[src/rtl/fifo_wr_arbiter_if.sv]
// Requester/FIFO write-port bundle shared by the write arbiter and its environment.
// master drives requester words and the full flag; slave is the arbiter side.
interface fifo_wr_arbiter_if #(
    parameter int unsigned N_REQ      = 4,
    parameter int unsigned DATA_WIDTH = 32
);
    localparam int unsigned IDW = (N_REQ > 1) ? $clog2(N_REQ) : 1;

    logic [N_REQ-1:0]            req_valid;
    logic [N_REQ*DATA_WIDTH-1:0] req_data;
    logic [N_REQ-1:0]            req_last;
    logic [N_REQ-1:0]            req_ready;
    logic                        full;
    logic                        w_en;
    logic [DATA_WIDTH-1:0]       wdata;
    logic [IDW-1:0]              grant_id;
    logic                        busy;

    modport master (
        output req_valid, req_data, req_last, full,
        input  req_ready, w_en, wdata, grant_id, busy
    );

    modport slave (
        input  req_valid, req_data, req_last, full,
        output req_ready, w_en, wdata, grant_id, busy
    );
endinterface

[src/rtl/fifo_wr_arbiter.sv]
// Round-robin burst arbiter granting N_REQ requesters access to one FIFO write port.
// A grant lasts until the owner's last word or MAX_BURST words, with one IDLE cycle between grants.
module fifo_wr_arbiter #(
    parameter int unsigned N_REQ      = 4,
    parameter int unsigned DATA_WIDTH = 32,
    parameter int unsigned MAX_BURST  = 8
) (
    input  logic               wclk,
    input  logic               wrst,
    fifo_wr_arbiter_if.slave   bus
);
    localparam int unsigned IDW = (N_REQ > 1) ? $clog2(N_REQ) : 1;
    localparam int unsigned SW  = IDW + 1;
    localparam int unsigned BCW = $clog2(MAX_BURST) + 1;

    localparam logic [IDW-1:0] LAST_ID  = IDW'(N_REQ - 1);
    localparam logic [BCW-1:0] BEAT_MAX = BCW'(MAX_BURST - 1);

    typedef enum logic {
        IDLE  = 1'b0,
        BURST = 1'b1
    } state_t;

    state_t         state;
    logic [IDW-1:0] rr_ptr;
    logic [IDW-1:0] grant_q;
    logic [BCW-1:0] beat_cnt;

    logic [IDW-1:0] pick_c;
    logic           any_c;
    logic [SW-1:0]  cand;
    logic           xfer_c;
    logic           done_c;
    logic [N_REQ-1:0] rdy_c;

    // First valid requester at or after rr_ptr, wrapping around.
    always_comb begin
        pick_c = rr_ptr;
        any_c  = 1'b0;
        cand   = '0;
        for (int unsigned k = 0; k < N_REQ; k++) begin
            cand = {1'b0, rr_ptr} + SW'(k);
            if (cand >= SW'(N_REQ)) begin
                cand = cand - SW'(N_REQ);
            end
            if (!any_c && bus.req_valid[cand[IDW-1:0]]) begin
                any_c  = 1'b1;
                pick_c = cand[IDW-1:0];
            end
        end
    end

    // Transfer and burst-end decode; a simultaneous last and beat limit ends the burst once.
    always_comb begin
        xfer_c = (state == BURST) && bus.req_valid[grant_q] && !bus.full;
        done_c = xfer_c && (bus.req_last[grant_q] || (beat_cnt == BEAT_MAX));
    end

    always_comb begin
        rdy_c = '0;
        if (state == BURST) begin
            rdy_c[grant_q] = !bus.full;
        end
    end

    assign bus.req_ready = rdy_c;
    assign bus.w_en      = xfer_c;
    assign bus.wdata     = (state == BURST)
                         ? bus.req_data[32'(grant_q) * DATA_WIDTH +: DATA_WIDTH]
                         : '0;
    assign bus.grant_id  = grant_q;
    assign bus.busy      = (state == BURST);

    always_ff @(posedge wclk or posedge wrst) begin
        if (wrst) begin
            state    <= IDLE;
            rr_ptr   <= '0;
            grant_q  <= '0;
            beat_cnt <= '0;
        end else begin
            case (state)
                IDLE: begin
                    if (any_c) begin
                        grant_q  <= pick_c;
                        beat_cnt <= '0;
                        state    <= BURST;
                    end
                end
                BURST: begin
                    // Stalls (full or owner not valid) hold everything; no re-arbitration mid-burst.
                    if (xfer_c) begin
                        beat_cnt <= beat_cnt + BCW'(1);
                        if (done_c) begin
                            state  <= IDLE;
                            rr_ptr <= (grant_q == LAST_ID) ? '0 : grant_q + IDW'(1);
                        end
                    end
                end
            endcase
        end
    end
endmodule
[src/flat_wrapper.sv]
// flat-port wrapper written by rule: the top's interface ports become plain ports
module fifo_wr_arbiter_flat 
#(
    parameter int unsigned N_REQ      = 4,
    parameter int unsigned DATA_WIDTH = 32,
    parameter int unsigned MAX_BURST  = 8
)
  (wclk, wrst, bus_req_valid, bus_req_data, bus_req_last, bus_full, bus_req_ready, bus_w_en, bus_wdata, bus_grant_id, bus_busy);
  fifo_wr_arbiter_if #(.N_REQ(N_REQ), .DATA_WIDTH(DATA_WIDTH)) bus_i ();
  input  logic wclk;
  input  logic wrst;
  input wire logic [$bits(bus_i.req_valid)-1:0] bus_req_valid;
  input wire logic [$bits(bus_i.req_data)-1:0] bus_req_data;
  input wire logic [$bits(bus_i.req_last)-1:0] bus_req_last;
  input wire logic [$bits(bus_i.full)-1:0] bus_full;
  output wire logic [$bits(bus_i.req_ready)-1:0] bus_req_ready;
  output wire logic [$bits(bus_i.w_en)-1:0] bus_w_en;
  output wire logic [$bits(bus_i.wdata)-1:0] bus_wdata;
  output wire logic [$bits(bus_i.grant_id)-1:0] bus_grant_id;
  output wire logic [$bits(bus_i.busy)-1:0] bus_busy;
  assign bus_i.req_valid = bus_req_valid;
  assign bus_i.req_data = bus_req_data;
  assign bus_i.req_last = bus_req_last;
  assign bus_i.full = bus_full;
  assign bus_req_ready = bus_i.req_ready;
  assign bus_w_en = bus_i.w_en;
  assign bus_wdata = bus_i.wdata;
  assign bus_grant_id = bus_i.grant_id;
  assign bus_busy = bus_i.busy;
  fifo_wr_arbiter #(.N_REQ(N_REQ), .DATA_WIDTH(DATA_WIDTH), .MAX_BURST(MAX_BURST)) u_core (.wclk(wclk), .wrst(wrst), .bus(bus_i));
endmodule
[config.mk]
export PLATFORM = sky130hd
export DESIGN_NAME = fifo_wr_arbiter_flat
export DESIGN_NICKNAME = d
export VERILOG_FILES = /design/src/rtl/fifo_wr_arbiter_if.sv /design/src/rtl/fifo_wr_arbiter.sv /design/src/flat_wrapper.sv
export SDC_FILE = /design/constraint.sdc
export NUM_CORES = 1
export LEC_CHECK = 0
export CORE_AREA = 2 2 105 66
export DETAILED_ROUTE_END_ITERATION = 7
export DIE_AREA = 0 0 107 68
export PLACE_DENSITY = 0.78
export SLEW_MARGIN = 25
export SYNTH_ARGS = -nofsm -noshare
export SYNTH_HDL_FRONTEND = slang
export SYNTH_SLANG_ARGS = --single-unit
[constraint.sdc]
create_clock -name wclk -period 1.87 [get_ports wclk]
set_clock_uncertainty 0.15 [all_clocks]
set_input_delay 0.374 -clock wclk [delete_from_list [all_inputs] [get_ports wclk]]
set_output_delay 0.374 -clock wclk [all_outputs]
set_load 0.01 [all_outputs]
### After elaboration in Yosys (flattened, before gate mapping)

Index checks and enable logic that the tools add are counted.

* add/sub/neg operators: 9
* $lt $le $gt $ge: 10
* equality and inequality tests: 4
* shift operators: 1
* muxes and demuxes: 36
* bitwise logic cells: 2
* reduce and logical (&&, ||, !) cells: 15

Operators by type and width (count)
* variable part select 128 x 8 -> 32 bit: 1
* two-way mux 32 bit: 1
* two-way mux 2 bit: 9
* less-than comparator 2 x 3 -> 1 bit (second input constant): 5
* two-way mux 1 bit: 14
* binary-select mux 1 bit (select 2 bit): 6
* two-way mux 4 bit: 3
* greater-or-equal comparator 3 bit (second input constant): 3
* case mux 4 bit (2 select lines): 1
* subtractor 2 x 1 -> 2 bit (second input constant): 4
* logical AND 1 bit: 7
* adder 2 x 2 -> 3 bit (second input constant): 2
* adder 4 x 1 -> 4 bit (second input constant): 1
* AND 4 bit: 1
* equality test 4 x 3 -> 1 bit (second input constant): 1
* logical NOT 1 bit: 4
* AND reduction 2 bit: 2
* adder 2 x 1 -> 3 bit (second input constant): 1
* greater-or-equal comparator 2 x 3 -> 1 bit (second input constant): 1
* AND reduction 3 bit: 1
* adder 2 x 1 -> 2 bit (second input constant): 1
* demux 1 bit (select 2 bit): 1
* equality test 2 bit (second input constant): 1
* greater-or-equal comparator 2 x 1 -> 1 bit (second input constant): 1
* 5 further kinds: 5

* bits in registers: 9
* input bits: 139
* logic and storage cells: 81

### Logic depth before layout (Yosys ltp)

* word-level depth: 16
* gate-level depth with buffers: 6
* gate-level depth less buffers: 5

### Worst setup path before layout

Ideal clock, no wire load.

* path kind: register to output
* start point: reg u_core.grant_q[0], in the netlist u_core.bus.grant_id[0]
* end point: out bus_wdata[10]
* arrival: 1601 ps
* required time: 1346 ps
* path slack: -255 ps
* cell stages (with the launch flop): 5
* buffers on the path: 2
* cells stage by stage: dfrtp_1 -> buf_6 -> buf_2 -> mux4_2 -> and2_1

* longest elaborated chain between the ends: 2

RTL lines
* start: declaration: RTL line fifo_wr_arbiter.sv:26 `logic [IDW-1:0] grant_q;`
* start signal: assignment: RTL line fifo_wr_arbiter.sv:84 `grant_q <= pick_c;`
* variable part select 128 x 8 -> 32 bit: RTL line fifo_wr_arbiter.sv:69 `? bus.req_data[32'(grant_q) * DATA_WIDTH +: DATA_WIDTH]`
* two-way mux 32 bit: RTL line fifo_wr_arbiter.sv:69
* end: declaration: RTL line flat_wrapper.sv:18 `output wire logic [$bits(bus_i.wdata)-1:0] bus_wdata;`

No other way between the ends.

### Final worst setup path

* start point: reg u_core.grant_q[0], in the netlist u_core.bus.grant_id[0]
* end point: out bus_w_en

* longest elaborated chain between the ends: 4

RTL lines
* binary-select mux 1 bit (select 2 bit): RTL line fifo_wr_arbiter.sv:55 `xfer_c = (state == BURST) && bus.req_valid[grant_q] && !bus.full;`
* two-way mux 1 bit (not written as such): RTL line fifo_wr_arbiter.sv:55
* logical AND 1 bit (2 in a row): RTL line fifo_wr_arbiter.sv:55
* end: declaration: RTL line flat_wrapper.sv:17 `output wire logic [$bits(bus_i.w_en)-1:0] bus_w_en;`

No other way between the ends. The select of a mux whose other input is x is not followed.

==> results.py <==
metrics = {
    "logic_synthesis": {
        "syn_area_per_cell_sq_um": 11.57,
        "synthCells": 139,
        "netlist_area_sq_um": 1608,
        "ys_ff_latch": 9,
        "synthesis.nets": 283,
        "ys_types": 30,
        "ys_seq_area_frac": 0.1401,
        "yosys_warnings": 0,
        "async_flop_share": 1.000,
        "ys.flop_type": "dfrtp_1",
        "synth_edf_count": 0,
    },
    "power": {
        "combPwrFrac": 0.877,
        "switching_share": 0.3560,
        "power_density_nw_per_um2": 1227,
        "leakage_nw": 1.649,
        "clkPwrFrac": 0.046,
        "intPower_mw": 3.115,
        "p_sw_mw": 1.722,
        "ir_drop_mv": 0.4637,
        "seqPwrFrac": 0.077,
    },
    "final_layout": {
        "fillers": 549,
        "drive_above_1_share": 0.4169,
        "fin_util": 0.6145,
        "syn2layout_area_growth_pct": 145.3,
        "layout_common_cells": "clkdlybuf4s50_1, mux4_2, buf_6, and2_4, buf_4",
        "layout.nets": 488,
        "multi_input_area_sq_um": 1365,
        "n_antenna_cell": 0,
        "final_common_cell": "clkdlybuf4s50_1",
        "seq_area_sq_um": 227.7,
    },
    "route": {
        "drt_iter0_drc": 36,
        "drtPass1Iterations": 4,
        "num_vias": 2048,
        "via_per_inst": 4.763,
        "route.detailed.drc": 0,
        "routedWlPerCell_um": 17.88,
        "ant_nets": 0,
        "finalWirelength_um": 7689,
    },
    "clocking": {
        "numCtsBuffers": 3,
        "clk_pin_slew_ps": 40,
        "cts_max_level": 1,
        "holdBufCountCts": 0,
        "root_buffer": "clkbuf_8",
        "cts_tree": "yes",
        "clkLatencyLatePin_ps": 230,
        "cts_buffer_depth": 2,
        "clkSinkCount": 9,
    },
    "die": {
        "floorplan.rows": 23,
        "die_y_um": 68,
        "core-area_sq_um": 6417,
        "initial_core_util": 0.2505,
        "chipWidth_um": 107,
        "die-area_sq_um": 7276,
        "io_pins": 179,
    },
    "outcome": {
        "violations": "negative setup slack",
        "status": "finished, violations left",
    },
    "timing": {
        "final.setup.worst_slack_ps": -353.6,
        "worst_pin_slew_ps": 355.0,
        "fmax_mhz": 449.7,
        "setup_viol": 44,
        "relSlewSlack": 0.7625,
        "fin_crit_ps": 2224,
        "slew_viol_final": 0,
        "hold_slack_ps": 267.4,
        "hold_viol": 0,
        "min_period_over_period": 1.189,
        "tns_ps": -11530,
        "rsz0062_at_grt": "true",
    },
    "grt": {
        "grt_first_pass_wirelength_um": 10960,
        "grt_use_total": 0.1969,
        "grt_max_degree": 23,
        "first_global_vias": 2158,
        "antenna_found_initial": 0,
        "overflow": 0,
    },
    "placement": {
        "hpwl_um": 5944,
        "port_buffers": 178,
        "pre_cts_ws_ps": -599.7,
        "gp_congestion": 0.7182,
    },
    "min_path": {
        "hp-class": "primary input to async pin",
    },
    "critical_path": {
        "endpoint_kind": "output pin",
        "cp_data_arrival_time_ps": 1700,
        "path_class": "flip-flop to output pin",
        "crit_fanout": 6,
        "crit_path_start_kind": "flip-flop",
        "cp_data_required_time_ps": 1350,
    },
    "flow_run": {
        "cap_violations": 0,
    },
}
[cells in the mapped netlist (all sizes together), types with 2 or more instances]
master   n  area, sq um
a21oi    2        10.01
o21ai    5        36.29
clkbuf   6        22.52
nor2     6        22.52
and2    37        234.0
ha       5        62.56
buf      7        46.29
nor2b    2        12.51
o21a     2        15.01
mux4    34        765.7
inv      8        30.03
mux2     2        30.03
dfrtp    9        225.2
nand2    2        7.510
[cell type report]
type / instances / area share
Multi-Input combinational cell: 109 / 0.3461
Inverter: 8 / 0.007614
Tap cell: 87 / 0.02760
Clock buffer: 4 / 0.01142
Sequential cell: 9 / 0.05774
Timing Repair Buffer: 213 / 0.5495
[kinds of logic after synthesis]
logic type / count (synthesis) / synth area share
AOI/OAI and AO/OA: 15 / 0.06927
xor gates and xnor gates: 1 / 0.005448
adders and majority gates: 5 / 0.03891
buffers and inverters: 21 / 0.06148
DFF: 9 / 0.1401
muxes: 36 / 0.4949
and+or+nand+nor: 52 / 0.1899
[final timing paths]
path                                              from                     end  slack [ps]  cells after the start
worst min-delay path                              wrst      u_core.beat_cnt[0]         270                      2
max in group asynchronous                         wrst  u_core.bus.grant_id[0]        1020                      2
worst max-delay path            u_core.bus.grant_id[0]                bus_w_en        -350                      5
min in group wclk                   u_core.beat_cnt[3]      u_core.beat_cnt[3]         400                      2
worst max register to register  u_core.bus.grant_id[0]        u_core.rr_ptr[1]        -280                      7
worst min register to register      u_core.beat_cnt[3]      u_core.beat_cnt[3]         400                      2
[routing by layer]
metal	routed length, um	global-route usage	up-vias
li1	-	-	946
met1	3114	0.2555	992
met2	3891	0.3447	108
met3	663	0.04857	2
met4	19	0.02922	0
met5	0	0	-
[flip-flops by register name (all words and copies together), names as in the netlist]
register             cells
u_core.beat_cnt          4
u_core.bus.grant_id      2
u_core.bus.busy          1
u_core.rr_ptr            2
[critical path, stage by stage, from the launching register on]
cell	delay, ps
dfrtp_2	390
buf_12	150
buf_12	130
mux4_2	510
and2_4	170
buf_6	120
[repair_timing]
item | in CTS | in global routing
cloned | 6 | 0
hold endpoints to repair | 0 | 0
pin swaps | 31 | 2
endpoints found under the setup margin | 45 | 46
buffers inserted | 9 | 1
gates resized for setup | 188 | 30
[stage by stage]
step / power (mW) / cell area (sq um) / instances
floorplan: 2.190 / 1617 / 139
global placement: 3.923 / 3646 / 413
detailed placement: 3.969 / 3646 / 413
CTS: 4.790 / 3935 / 432
global route: 5.162 / 3944 / 430
finish: 4.838 / 3944 / 430
[power groups by stage]
stage,Sequential [mW],Combinational [mW],Clock [mW]
after floorplan,0.350,1.84,0
after global placement,0.367,3.56,0
after detailed placement,0.373,3.60,0
after CTS,0.371,4.19,0.228
after global routing,0.389,4.53,0.244
final,0.373,4.24,0.223
(Power assumes the default switching activity.)
